**config.mk**
```make
export PLATFORM = sky130hd
export DESIGN_NAME = count_step_sequencer_flat
export DESIGN_NICKNAME = d
export VERILOG_FILES = /design/src/rtl/count_step_sequencer_if.sv /design/src/rtl/count_step_sequencer.sv /design/src/flat_wrapper.sv
export SDC_FILE = /design/constraint.sdc
export NUM_CORES = 1
export LEC_CHECK = 0
export ABC_CLOCK_PERIOD_IN_PS = 3700
export CAP_MARGIN = 30
export CORE_MARGIN = 5
export CORE_UTILIZATION = 54
export DETAILED_ROUTE_END_ITERATION = 8
export GPL_ROUTABILITY_DRIVEN = 0
export MAX_ROUTING_LAYER = met4
export PLACE_DENSITY = 0.91
export SYNTH_ARGS = -nofsm -noshare
export SYNTH_HDL_FRONTEND = slang
export SYNTH_SLANG_ARGS = --single-unit
export TNS_END_PERCENT = 100
```
**constraint.sdc**
```tcl
create_clock -name clk -period 3.7 [get_ports clk]
set_input_delay 0.37 -clock clk [delete_from_list [all_inputs] [get_ports clk]]
set_output_delay 0.37 -clock clk [all_outputs]
set_load 0.05 [all_outputs]
```
**src/rtl/count_step_sequencer_if.sv**
```systemverilog
// Target handshake bundle for count_step_sequencer: the master offers a
// target count and the sequencer (slave) signals when it can take one.
interface count_step_sequencer_if #(
    parameter int WIDTH = 8
) ();
    logic             tgt_valid;
    logic             tgt_ready;
    logic [WIDTH-1:0] tgt_data;

    modport master (
        output tgt_valid,
        output tgt_data,
        input  tgt_ready
    );

    modport slave (
        input  tgt_valid,
        input  tgt_data,
        output tgt_ready
    );
endinterface

```
**src/rtl/count_step_sequencer.sv**
```systemverilog
// Steps an external up/down counter toward a requested target, tracks its value
// and checks c_out. Define COUNT_SEQ_SHORTEST_PATH_EN for modulo (wrapping) direction choice.
module count_step_sequencer #(
    parameter int WIDTH = 8,
    parameter int GAP   = 1
) (
    input  logic                 clk,
    input  logic                 rst,
    count_step_sequencer_if.slave tgt,
    input  logic                 abort,
    output logic                 up,
    output logic                 down,
    output logic                 en,
    input  logic                 c_out,
    output logic                 busy,
    output logic                 done,
    output logic [WIDTH-1:0]     shadow,
    output logic                 err
);

    typedef enum logic [1:0] {
        ST_IDLE = 2'd0,
        ST_STEP = 2'd1,
        ST_HOLD = 2'd2,
        ST_FIN  = 2'd3
    } state_t;

    localparam int                HOLD_W    = (GAP > 2) ? $clog2(GAP) : 1;
    localparam logic [HOLD_W-1:0] HOLD_LOAD = HOLD_W'(GAP - 1);
    localparam logic [HOLD_W-1:0] HOLD_LAST = HOLD_W'(1);
    localparam logic [WIDTH-1:0]  ONE       = {{(WIDTH-1){1'b0}}, 1'b1};
`ifdef COUNT_SEQ_SHORTEST_PATH_EN
    localparam logic [WIDTH-1:0]  HALF      = {1'b1, {(WIDTH-1){1'b0}}};
`endif

    state_t              state_r;
    state_t              state_s;
    logic [WIDTH-1:0]    shadow_r;
    logic [WIDTH-1:0]    shadow_s;
    logic [WIDTH-1:0]    target_r;
    logic [WIDTH-1:0]    target_s;
    logic [HOLD_W-1:0]   hold_cnt_r;
    logic [HOLD_W-1:0]   hold_cnt_s;
    logic                dir_up_s;
    logic                step_wrap_s;
    logic                mismatch_s;
    logic                up_r;
    logic                down_r;
    logic                en_r;
    logic                busy_r;
    logic                done_r;
    logic                ready_r;
    logic                err_r;
    logic                chk_pend_r;
    logic                exp_carry_r;

    // A step wraps when counting up from all-ones or down from zero.
    function automatic logic step_wraps(input logic [WIDTH-1:0] cur, input logic going_up);
        logic wraps;
        if (going_up) begin
            wraps = &cur;
        end else begin
            wraps = ~|cur;
        end
        return wraps;
    endfunction

    // Direction of the next step; the wrapping variant takes the shorter way round, ties go up.
    function automatic logic pick_up(input logic [WIDTH-1:0] tgt_v, input logic [WIDTH-1:0] cur_v);
`ifdef COUNT_SEQ_SHORTEST_PATH_EN
        logic [WIDTH-1:0] dist;
        dist = tgt_v - cur_v;
        return (dist <= HALF);
`else
        return (tgt_v > cur_v);
`endif
    endfunction

    // Next-state, shadow update and carry-mismatch detection.
    always_comb begin
        state_s     = state_r;
        target_s    = target_r;
        hold_cnt_s  = hold_cnt_r;
        shadow_s    = shadow_r;
        step_wrap_s = 1'b0;

        if (state_r == ST_STEP) begin
            step_wrap_s = step_wraps(shadow_r, up_r);
            if (up_r) begin
                shadow_s = shadow_r + ONE;
            end else begin
                shadow_s = shadow_r - ONE;
            end
        end else begin
            shadow_s = shadow_r;
        end

        case (state_r)
            ST_IDLE: begin
                if (tgt.tgt_valid) begin
                    target_s = tgt.tgt_data;
                    if (tgt.tgt_data == shadow_r) begin
                        state_s = ST_FIN;
                    end else begin
                        state_s = ST_STEP;
                    end
                end else begin
                    state_s = ST_IDLE;
                end
            end
            ST_STEP: begin
                // Abort wins over reaching the target: no done pulse after an abort.
                if (abort) begin
                    state_s = ST_IDLE;
                end else if (shadow_s == target_r) begin
                    state_s = ST_FIN;
                end else if (GAP == 1) begin
                    state_s = ST_STEP;
                end else begin
                    state_s    = ST_HOLD;
                    hold_cnt_s = HOLD_LOAD;
                end
            end
            ST_HOLD: begin
                if (abort) begin
                    state_s = ST_IDLE;
                end else if (hold_cnt_r == HOLD_LAST) begin
                    state_s = ST_STEP;
                end else begin
                    hold_cnt_s = hold_cnt_r - HOLD_LAST;
                end
            end
            ST_FIN: begin
                state_s = ST_IDLE;
            end
            default: begin
                state_s = ST_IDLE;
            end
        endcase

        dir_up_s   = pick_up(target_s, shadow_s);
        mismatch_s = chk_pend_r & (c_out != exp_carry_r);
    end

    // State, shadow and registered command outputs decoded from the next state.
    always_ff @(posedge clk) begin
        if (rst) begin
            state_r    <= ST_IDLE;
            shadow_r   <= {WIDTH{1'b0}};
            target_r   <= {WIDTH{1'b0}};
            hold_cnt_r <= {HOLD_W{1'b0}};
            up_r       <= 1'b0;
            down_r     <= 1'b0;
            en_r       <= 1'b0;
            busy_r     <= 1'b0;
            done_r     <= 1'b0;
            ready_r    <= 1'b1;
        end else begin
            state_r    <= state_s;
            shadow_r   <= shadow_s;
            target_r   <= target_s;
            hold_cnt_r <= hold_cnt_s;
            up_r       <= (state_s == ST_STEP) &  dir_up_s;
            down_r     <= (state_s == ST_STEP) & ~dir_up_s;
            en_r       <= (state_s == ST_STEP);
            busy_r     <= (state_s != ST_IDLE);
            done_r     <= (state_s == ST_FIN);
            ready_r    <= (state_s == ST_IDLE);
        end
    end

    // c_out is only judged in the cycle right after a step; err is sticky until reset.
    always_ff @(posedge clk) begin
        if (rst) begin
            chk_pend_r  <= 1'b0;
            exp_carry_r <= 1'b0;
            err_r       <= 1'b0;
        end else begin
            chk_pend_r  <= (state_r == ST_STEP);
            exp_carry_r <= step_wrap_s;
            err_r       <= err_r | mismatch_s;
        end
    end

    assign tgt.tgt_ready = ready_r;
    assign up            = up_r;
    assign down          = down_r;
    assign en            = en_r;
    assign busy          = busy_r;
    assign done          = done_r;
    assign shadow        = shadow_r;
    assign err           = err_r;

endmodule

```
**src/flat_wrapper.sv**
```systemverilog
// flat-port wrapper written by rule: the top's interface ports become plain ports
module count_step_sequencer_flat 
#(
    parameter int WIDTH = 8,
    parameter int GAP   = 1
)
  (clk, rst, abort, up, down, en, c_out, busy, done, shadow, err, tgt_tgt_valid, tgt_tgt_data, tgt_tgt_ready);
  count_step_sequencer_if #(.WIDTH(WIDTH)) tgt_i ();
  input  logic clk;
  input  logic rst;
  input  logic abort;
  output logic up;
  output logic down;
  output logic en;
  input  logic c_out;
  output logic busy;
  output logic done;
  output logic [WIDTH-1:0] shadow;
  output logic err;
  input wire logic [$bits(tgt_i.tgt_valid)-1:0] tgt_tgt_valid;
  input wire logic [$bits(tgt_i.tgt_data)-1:0] tgt_tgt_data;
  output wire logic [$bits(tgt_i.tgt_ready)-1:0] tgt_tgt_ready;
  assign tgt_i.tgt_valid = tgt_tgt_valid;
  assign tgt_i.tgt_data = tgt_tgt_data;
  assign tgt_tgt_ready = tgt_i.tgt_ready;
  count_step_sequencer #(.WIDTH(WIDTH), .GAP(GAP)) u_core (.clk(clk), .rst(rst), .tgt(tgt_i), .abort(abort), .up(up), .down(down), .en(en), .c_out(c_out), .busy(busy), .done(done), .shadow(shadow), .err(err));
endmodule
```
# Word level (Yosys, flattened, before mapping)
# Cells that the tools add are included.
# W data, S select, Z words.
word_totals:
  reg_bits: 28
  out_inout_bits: 15
  wordCells: 53
op_classes:
  bitwise_logic: 7
  eq_ne: 8
  mux: 13
  order_cmp: 1
  reduce_logical: 8
  n_addsub: 3
op_table:
  columns: ["cell", "count"]
  rows:
  - ["$mux W8", 4]
  - ["$eq A8 B8 Y1", 2]
  - ["$mux W2", 6]
  - ["$add A8 B1 Y8 const B", 1]
  - ["$gt A8 B8 Y1", 1]
  - ["$pmux W2 S4", 1]
  - ["$reduce_and A8 Y1", 1]
  - ["$reduce_or A8 Y1", 1]
  - ["$sub A8 B1 Y8 const B", 1]
  - ["$eq A2 B2 Y1 const B", 3]
  - ["$eq A2 B1 Y1 const B", 2]
  - ["$logic_not A2 Y1", 2]
  - ["$and A1 B1 Y1", 3]
  - ["$not A1 Y1", 3]
  - ["$mux W1", 2]
  - ["$reduce_and A2 Y1", 1]
  - ["$reduce_bool A2 Y1", 1]
  - ["$reduce_or A2 Y1", 1]
  - ["$logic_not A1 Y1", 1]
  - ["$ne A1 B1 Y1", 1]
  - ["$or A1 B1 Y1", 1]
  - ["$sub A1 B1 Y1 const B", 1]

# Longest topological paths before layout
# Gate-level depths: netlist (run 1).
logic_depth:
  depth_word: 9
  ltp_mapped: 13
  depth_no_buf: 12

# Worst setup path before layout (run 1)
# OpenSTA, ideal clock, no wires.
synth_path:
  path_kind: "flip-flop to flip-flop"
  from: "register u_core.up_r, in the netlist u_core.up"
  to: "register u_core.up_r, in the netlist u_core.up"
  arrival_ps: 3358
  required_ps: 3584
  setup_time_ps: 116
  n_path_buf: 1
  path_stages_with_launch: 10
  period_less_slack_ps: 3474
  path_slack_ps: 226
  cell_sequence: "dfxtp_1 > inv_1 > ha_1 > clkbuf_1 > or4b_2 > and3_1 > xnor2_1 > or4_4 > o211ai_2 > and3b_1"
synth_between:
  elab_chain_cells: 8
  elab_cells_between_ends: 9
  cone_classes: "1 x order compare; 2 x eq/ne; 5 x mux; 1 x bitwise"
synth_rtl:
  columns: ["item", "line", "text"]
  rows:
  - ["from (decl)", "count_step_sequencer.sv:47", "logic up_r;"]
  - ["from (signal assigned)", "count_step_sequencer.sv:163", "up_r <= (state_s == ST_STEP) & dir_up_s;"]
  - ["$mux W8 (*)", "count_step_sequencer.sv:89", "if (up_r) begin"]
  - ["$mux W8 (*)", "count_step_sequencer.sv:87", "if (state_r == ST_STEP) begin"]
  - ["$eq A8 B8 Y1", "count_step_sequencer.sv:115", "end else if (shadow_s == target_r) begin"]
  - ["$mux W2", "count_step_sequencer.sv:115", null]
  - ["$mux W2", "count_step_sequencer.sv:113", "if (abort) begin"]
  - ["$pmux W2 S4", "count_step_sequencer.sv:98", "case (state_r)"]
  - ["$eq A2 B1 Y1", "count_step_sequencer.sv:163", null]
  - ["$and A1 B1 Y1 (*)", "count_step_sequencer.sv:163", null]
# Mark *: on every way between the ends. The rest lies on a longest branch, timed or not.
# A chain may end at the register's enable or synchronous reset.

# Worst setup path in the final report (run 1)
# Same ends and word-level chain as after synthesis.

==> metrics.cfg, run 1 <==
[timing]
setup-violations-final=0
clock-skew-final_ns=0.0131
finalCriticalPeriod_ns=3.42
hold_ws_ns=0.494
timing.max_slew.rel_slack=0.406
hold_viol=0
grt_setup_unrepaired=false
min_period_over_period=0.924
totalNegativeSetupSlack_ns=0
timing_worst_slew_pin_value_ns=0.888
final-max-slew-violation-count=0
fmax_mhz=292

[cts]
clkSlewWorstSetupHoldPaths_ns=0.16
cts-htree-levels=1
cts_resized=0
cts.sinks=28
post-cts-setup-buffer-count=0
postCtsHoldBufs=0
numCtsBuffers=3
clk-insertion-delay-late_ns=0.34
cts_max_path_buffers=2
cts_tree=yes
cts_root_buf=clkbuf_4

[grt]
global_route.peak_usage_layer=met2
number_of_global_route_vias_before_repair=1878
use_met1=0.271
grt_max_degree=25
grt_antenna_before_repair=0
groute.usage.overall=0.230
groute.layer.met2.usage=0.370
grt_pass1_wl_um=8820
fraction_of_met3_tracks_used_by_global_routing=0.0362
grt-ovfl-total=0

[logic_synthesis]
synth_top_cell_by_area=dfxtp_1
yosys_most_used_dff=dfxtp_1
post_synth_main_area_contributors=dfxtp_1 30%, ha_1 9.2%, xnor2_1 6.5%
synth.distinct_cells=50
post_synth_edffs=0
syn-cell-area_mm2=0.00189
ys_ff_latch=28
synth_warnings=0
synthesis.instances=216
synthesis.nets=244
syn-mean-instance-area_um2=8.77
synth_largest_type_area_fraction=0.296
yosysSeqAreaShare=0.296
synthArstFlopShare=0

[placement]
port_buffers=27
place_area_mm2=0.00219
dpl.hpwl_um=3880

[finish]
final_net_count=268
post_route_cells_drive_above_1_share=0.0879
fillCellCount=271
finish.utilization=0.668
layout.cells.most_common_list=28 x dfxtp_1, 27 x clkdlybuf4s50_1, 22 x nor2_1, 14 x xnor2_1, 14 x ha_1
multiInputGateArea_mm2=0.00125
final_common_cell=dfxtp_1
insertedDiodeCount=0
post_layout_instance_area_mm2=0.00225
area.growth.synth_to_final_pct=18.6
area_taken_by_flip_flops_and_latches_um2=561

[power]
p_leak_uw=0.000853
power.density_mw_per_mm2=656
report.power.total_uw=1470
ir_worst_vdd_mv=0.359

[route]
via_per_inst=6.26
dr_total_vias=1784
routedWlPerCell_um=18.5
drt_pass1_iterations=4
antenna_violating_nets_post_route=0
drt_first_iter_violations=170
drc=0
wl_um=5280

[floorplanning]
core_area_mm2=0.00336
floorplan.die.height_um=69.2
num_io_pins=28
row_count=21
die_w_um=69.2
start_util=0.563
dieArea_mm2=0.00479

[setup_path]
worst-endpoint-arrival_ns=3.66
worst_setup_path_start_kind=flop
cells_along_the_critical_path=inv_1 > ha_1 > a21oi_1 > o2111ai_1 > mux2_2 > a211oi_1 > ha_1 > a21oi_1 > o21ai_0 > and3b_1
critical_path_class=flop to flop
worst_path_largest_cell_delay_ns=0.54
worstSetupEndpointType=flop
cpMaxStageDelayCell=dfxtp_1
crit_path_max_fanout=9
worst-endpoint-required_ns=3.94

[run]
maxcap_viol_count=0

[min_path]
worst_min_delay_path_category=flop to flop

[outcome]
status=complete, no violations

==> critical path: cells and delay by family, from the launching register on <==
kind / cells / cell delay (ns)
mux: 1 / 0.28
fa+ha+maj: 2 / 0.80
simple gates: 1 / 0.21
compound gates: 5 / 1.27
flops: 1 / 0.54
buf+inv: 1 / 0.23
==> cell type report <==
cell class / instances / share of cell area
Multi-Input combinational cell: 166 / 0.555
Tap cell: 46 / 0.0256
Clock buffer: 3 / 0.0100
Sequential cell: 28 / 0.249
Timing Repair Buffer: 29 / 0.127
Inverter: 12 / 0.0200
Clock inverter: 1 / 0.0134
==> cell usage after synthesis, types with 5 or more instances <==
library cell and count:
nor2b_1 12, o21ai_0 7, mux2_2 9, dfxtp_1 28, xnor2_1 14, a21oi_1 11, inv_1 12, xor2_1 5
nor2_1 22, ha_1 14, clkbuf_1 8, nand4_1 5
==> report_power, final <==
group | switching [µW] | internal [µW] | total [µW]
Sequential | 59.6 | 339 | 399
Clock | 95.0 | 110 | 205
Combinational | 519 | 350 | 869
Total | 674 | 799 | 1470
==> metrics by stage <==
step                setup slack [ns]  instances
global placement               0.571        281
CTS                            0.347        285
global route                 0.00944        285
finish                         0.280        285
detailed placement             0.437        281
floorplan                      0.226        216
==> per-layer routing <==
| layer | vias to the layer above | routed length [µm] |
|---|---|---|
| met5 | - | 0 |
| met4 | 0 | 259 |
| met3 | 27 | 308 |
| met2 | 84 | 2550 |
| met1 | 835 | 2160 |
| li1 | 838 | - |
==> worst paths after layout <==
check	start	to	slack (ns)	cells past startpoint
worst max-delay path	u_core.up	u_core.up	0.28	10
worst min-delay path	u_core.err	u_core.err	0.49	2
worst max register to register	u_core.up	u_core.up	0.28	10
worst min register to register	u_core.err	u_core.err	0.49	2
==> cell families after synthesis <==
kind of cell	Yosys count	share of synthesized area
AOI/OAI and AO/OA	46	0.174
xor gates and xnor gates	19	0.0878
adders and majority gates	15	0.103
buffers and inverters	22	0.0462
DFF	28	0.296
muxes	12	0.0694
and+or+nand+nor	74	0.224
(Power assumes the default switching activity.)
==> inputs of run 2 (changes only) <==
- CORE_MARGIN: 5 -> 2
==> metrics.cfg, run 2 (synthesis gave the netlist of run 1 again) <==
[outcome]
status=complete, no violations  ; unchanged

[floorplanning]
row_count=21  ; unchanged
floorplan.die.height_um=63.2  ; was 69.2 µm
dieArea_mm2=0.00400  ; was 0.00479 mm²
die_w_um=63.2  ; was 69.2 µm
num_io_pins=28  ; unchanged
core_area_mm2=0.00336  ; unchanged
start_util=0.563  ; unchanged

[timing]
fmax_mhz=291  ; was 292 MHz
grt_setup_unrepaired=false  ; unchanged
setup-violations-final=0  ; unchanged
min_period_over_period=0.928  ; was 0.924
totalNegativeSetupSlack_ns=0  ; unchanged
final-max-slew-violation-count=0  ; unchanged
timing.max_slew.rel_slack=0.393  ; was 0.406
timing_worst_slew_pin_value_ns=0.908  ; was 0.888 ns
finalCriticalPeriod_ns=3.43  ; was 3.42 ns
hold_viol=0  ; unchanged
clock-skew-final_ns=0.00842  ; was 0.0131 ns

[route]
via_per_inst=6.35  ; was 6.26
antenna_violating_nets_post_route=0  ; unchanged
routedWlPerCell_um=18.7  ; was 18.5 µm
wl_um=5320  ; was 5280 µm
drt_first_iter_violations=86  ; was 170
drc=0  ; unchanged
drt_pass1_iterations=4  ; unchanged
dr_total_vias=1810  ; was 1784

[finish]
final_common_cell=dfxtp_1  ; unchanged
finish.utilization=0.664  ; was 0.668
area.growth.synth_to_final_pct=18.0  ; was 18.6%
multiInputGateArea_mm2=0.00125  ; about the same
post_route_cells_drive_above_1_share=0.0921  ; was 0.0879
insertedDiodeCount=0  ; unchanged
post_layout_instance_area_mm2=0.00223  ; was 0.00225 mm²
layout.cells.most_common_list=28 x dfxtp_1, 27 x clkdlybuf4s50_1, 22 x nor2_1, 14 x xnor2_1, 14 x ha_1  ; unchanged
fillCellCount=279  ; was 271
area_taken_by_flip_flops_and_latches_um2=561  ; unchanged
fin_cells=285  ; unchanged
final_net_count=268  ; unchanged

[setup_path]
worst-endpoint-arrival_ns=3.68  ; was 3.66 ns
critical_path_class=flop to flop  ; unchanged
cpMaxStageDelayCell=or4_4  ; was dfxtp_1
crit_path_max_fanout=9  ; unchanged
critical_path.reg2reg.endpoint=u_core.up  ; unchanged
beginning_of_the_worst_register_to_register_path=u_core.up  ; unchanged
ff2ff_setup_slack_ns=0.27  ; was 0.28 ns
cell_class_contributing_the_biggest_share_of_worst_path_delay=compound AO/OA/AOI/OAI gates  ; unchanged
worstSetupEndpointType=flop  ; unchanged
timing.reg2reg.worst_path_depth=9  ; was 10
worstPathBufferInverterCount=1  ; unchanged
worst-endpoint-required_ns=3.94  ; about the same
worst_path_largest_cell_delay_ns=0.58  ; was 0.54 ns
worst_setup_path_start_kind=flop  ; unchanged
cells_along_the_critical_path=inv_1 > ha_1 > xnor2_1 > mux2i_1 > a2111oi_2 > o311ai_1 > or4_4 > o211ai_2 > and3b_1  ; was inv_1 > ha_1 > a21oi_1 > o2111ai_1 > mux2_2 > a211oi_1 > ha_1 > a21oi_1 > o21ai_0 > and3b_1

[cts]
postCtsHoldBufs=0  ; unchanged
clk-insertion-delay-late_ns=0.34  ; about the same
cts_root_buf=clkbuf_4  ; unchanged
cts_max_path_buffers=2  ; unchanged
cts_tree=yes  ; unchanged
cts_resized=0  ; unchanged
post-cts-setup-buffer-count=0  ; unchanged
numCtsBuffers=3  ; unchanged
cts.sinks=28  ; unchanged
cts-htree-levels=1  ; unchanged
clkSlewWorstSetupHoldPaths_ns=0.15  ; was 0.16 ns

[run]
maxcap_viol_count=0  ; unchanged

[grt]
grt_max_degree=25  ; unchanged
number_of_global_route_vias_before_repair=1762  ; was 1878
grt-ovfl-total=0  ; unchanged
grt_pass1_wl_um=8580  ; was 8820 µm
grt_antenna_before_repair=0  ; unchanged
groute.usage.overall=0.283  ; was 0.230

[placement]
dpl.hpwl_um=3620  ; was 3880 µm
place_area_mm2=0.00219  ; unchanged
port_buffers=27  ; unchanged
place_inst=281  ; unchanged

[min_path]
worst_hold_startpoint=u_core.chk_pend_r  ; was u_core.err
worst_min_delay_path_category=flop to flop  ; unchanged
hold-path-endpoint=u_core.err  ; unchanged
whs_path_depth=2  ; unchanged

[power]
p_leak_uw=0.000847  ; was 0.000853 µW
power.density_mw_per_mm2=640  ; was 656 mW/mm²
ir_worst_vdd_mv=0.468  ; was 0.359 mV

[run 2: tightest hold or removal path, delay by kind of cell, from the launching register on]
family / cells / cell delay (ns)
compound gates: 1 / 0.05
flops: 1 / 0.34
simple gates: 1 / 0.07
[run 2: area by class of cell]
type                    count  share of cell area
multi-input cells         166               0.559
flip-flops and latches     28               0.251
clock buffers               4              0.0162
inverters                  12              0.0202
repair buffers             29               0.128
well taps                  46              0.0258
[run 2: metal layers]
metal | track usage | routed length (µm) | share of wire | up-vias
met5 | - | 0 | 0 | -
met4 | 0.152 | 242 | 0.045 | 0
met3 | 0.0446 | 422 | 0.079 | 27
met2 | 0.468 | 2510 | 0.47 | 88
met1 | 0.331 | 2150 | 0.40 | 855
li1 | - | - | - | 840
[run 2: power breakdown]
| part | total [µW] | internal, µW | switching [µW] |
|---|---|---|---|
| Clock | 151 | 60.3 | 91.0 |
| Combinational | 881 | 354 | 527 |
| Sequential | 397 | 339 | 57.6 |
[run 2: worst max path at each step]
stage	from	endpoint	slack, ns	cells past startpoint
4_1_cts	u_core.up	u_core.up	0.37	9
6_report	u_core.up	u_core.up	0.27	9
5_1_grt	u_core.up	u_core.down	0.07	11
3_3_place_gp	u_core.up	u_core.up	0.58	8
3_5_place_dp	u_core.up	u_core.up	0.40	10
2_1_floorplan	u_core.up	u_core.up	0.23	9
[run 2: stage by stage]
| step | power, µW | setup slack [ns] | hold WS [ns] |
|---|---|---|---|
| 2_1_floorplan | 1020 | 0.226 | 0.433 |
| 3_3_place_gp | 1220 | 0.575 | 0.447 |
| 3_5_place_dp | 1240 | 0.395 | 0.458 |
| 4_1_cts | 1410 | 0.368 | 0.492 |
| 5_1_grt | 1520 | 0.0698 | 0.524 |
| 6_report | 1430 | 0.266 | 0.486 |
==> inputs of run 3 (changes only) <==
- CORE_ASPECT_RATIO: unset -> 0.6
- SLEW_MARGIN: unset -> 20
==> metrics.cfg, run 3 (synthesis gave the netlist of run 1 again) <==
[outcome]
status=complete, no violations  ; unchanged

[floorplanning]
dieArea_mm2=0.00401  ; was 0.00400 mm²
num_io_pins=28  ; unchanged
floorplan.die.height_um=49.9  ; was 63.2 µm
core_area_mm2=0.00330  ; was 0.00336 mm²
start_util=0.573  ; was 0.563
die_w_um=80.5  ; was 63.2 µm
row_count=16  ; was 21

[route]
via_per_inst=6.20  ; was 6.35
drc=0  ; unchanged
routedWlPerCell_um=17.1  ; was 18.7 µm
wl_um=4900  ; was 5320 µm
drt_pass1_iterations=7  ; was 4
drt_first_iter_violations=170  ; was 86
antenna_violating_nets_post_route=0  ; unchanged
dr_total_vias=1773  ; was 1810

[finish]
final_common_cell=dfxtp_1  ; unchanged
post_route_cells_drive_above_1_share=0.0996  ; was 0.0921
area.growth.synth_to_final_pct=19.7  ; was 18.0%
final_net_count=270  ; was 268
insertedDiodeCount=0  ; unchanged
fin_cells=286  ; was 285
fillCellCount=272  ; was 279
layout.cells.most_common_list=28 x dfxtp_1, 27 x clkdlybuf4s50_1, 22 x nor2_1, 14 x xnor2_1, 14 x ha_1  ; unchanged

[setup_path]
worst_setup_path_start_kind=flop  ; unchanged
crit_path_max_fanout=9  ; unchanged
worst-endpoint-required_ns=3.87  ; was 3.94 ns
timing.reg2reg.worst_path_depth=11  ; was 9
cpMaxStageDelayCell=a2111oi_0  ; was or4_4
worstSetupEndpointType=flop  ; unchanged
worst-endpoint-arrival_ns=3.67  ; was 3.68 ns
most_repeated_library_cell_on_the_critical_path=ha_1
cells_along_the_critical_path=inv_1 > ha_1 > a21oi_1 > o211ai_1 > a2111oi_0 > a211oi_2 > ha_1 > nand3_1 > nor2_1 > nand2_1 > and3b_1  ; was inv_1 > ha_1 > xnor2_1 > mux2i_1 > a2111oi_2 > o311ai_1 > or4_4 > o211ai_2 > and3b_1
worst_path_largest_cell_delay_ns=0.54  ; was 0.58 ns
critical_path_class=flop to flop  ; unchanged

[grt]
grt-ovfl-total=0  ; unchanged
grt_antenna_before_repair=0  ; unchanged
number_of_global_route_vias_before_repair=1604  ; was 1762
grt_max_degree=25  ; unchanged
groute.usage.overall=0.259  ; was 0.283
grt_pass1_wl_um=7790  ; was 8580 µm

[cts]
cts-htree-levels=1  ; unchanged
numCtsBuffers=3  ; unchanged
cts_tree=yes  ; unchanged
cts.sinks=28  ; unchanged
clk-insertion-delay-late_ns=0.27  ; was 0.34 ns
cts_max_path_buffers=2  ; unchanged
clkSlewWorstSetupHoldPaths_ns=0.09  ; was 0.15 ns
postCtsHoldBufs=0  ; unchanged
cts_root_buf=clkbuf_8  ; was clkbuf_4

[run]
maxcap_viol_count=0  ; unchanged

[placement]
place_inst=282  ; was 281
port_buffers=27  ; unchanged
dpl.hpwl_um=3750  ; was 3620 µm

[power]
ir_worst_vdd_mv=0.381  ; was 0.468 mV
p_leak_uw=0.000866  ; was 0.000847 µW
power.density_mw_per_mm2=640  ; about the same

[timing]
finalCriticalPeriod_ns=3.49  ; was 3.43 ns
setup-violations-final=0  ; unchanged
hold_viol=0  ; unchanged
final-max-slew-violation-count=0  ; unchanged
totalNegativeSetupSlack_ns=0  ; unchanged
timing.max_slew.rel_slack=0.587  ; was 0.393
grt_setup_unrepaired=false  ; unchanged
min_period_over_period=0.944  ; was 0.928
clock-skew-final_ns=0.00454  ; was 0.00842 ns
fmax_mhz=286  ; was 291 MHz
timing_worst_slew_pin_value_ns=0.619  ; was 0.908 ns

[min_path]
worst_min_delay_path_category=flop to flop  ; unchanged
whs_path_depth=2  ; unchanged

[run 3: changes by cell type in the layout (fill, tap and decap cells not counted), sizes merged]
cell  previous run  this run
buf              2         4
[run 3: metal layers]
layer	routed length [µm]	GRT usage	up-vias
met2	2080	0.388	96
met1	2290	0.367	831
met5	0	-	-
met4	21	0.0198	0
met3	503	0.0678	8
li1	-	-	838
[run 3: worst max-delay path: cells and delay by family (launching register included)]
| family | cells | cell delay, ns |
|---|---|---|
| AOI/OAI and AO/OA | 4 | 1.34 |
| adders and majority gates | 2 | 0.78 |
| buffers and inverters | 1 | 0.24 |
| DFF | 1 | 0.53 |
| and+or+nand+nor | 4 | 0.51 |
[run 3: final timing paths]
kind           endpoint  slack [ns]              start
min reg2reg  u_core.err        0.47  u_core.chk_pend_r
max reg2reg   u_core.up        0.21          u_core.up
min          u_core.err        0.47  u_core.chk_pend_r
max           u_core.up        0.21          u_core.up
[run 3: through the flow]
step | worst slack [ns] | total power (µW) | hold WS (ns) | cell area [µm²] | util
after floorplan | 0.226 | 1020 | 0.433 | 1890 | -
after global placement | 0.457 | 1230 | 0.446 | 2210 | 0.669
after detailed placement | 0.278 | 1240 | 0.460 | 2210 | 0.669
after CTS | 0.243 | 1430 | 0.480 | 2260 | 0.685
after global routing | 0.0133 | 1540 | 0.526 | 2270 | 0.687
final | 0.207 | 1450 | 0.473 | 2270 | 0.687
[run 3: power breakdown]
part | switching, µW | internal, µW | total (µW) | leakage [µW]
Combinational | 517 | 356 | 873 | 0.000607
Sequential | 55.3 | 339 | 394 | 0.000230
Clock | 90.2 | 95.2 | 185 | 0.0000288
Total | 663 | 790 | 1450 | 0.000866
[run 3: cell type report]
type	instances	area, µm²	share of cell area
Multi-Input combinational cell	166	1250	0.552
Inverter	12	45.0	0.0199
Clock buffer	4	55.1	0.0243
Tap cell	45	56.3	0.0248
Timing Repair Buffer	31	300	0.132
Sequential cell	28	561	0.247
[run 3: repair_timing]
| item | in CTS | in global routing |
|---|---|---|
| gates resized for setup | 0 | 1 |
| buffers inserted | 0 | 0 |
| setup endpoints to repair | 0 | 1 |
| endpoints found under the hold margin | 0 | 0 |
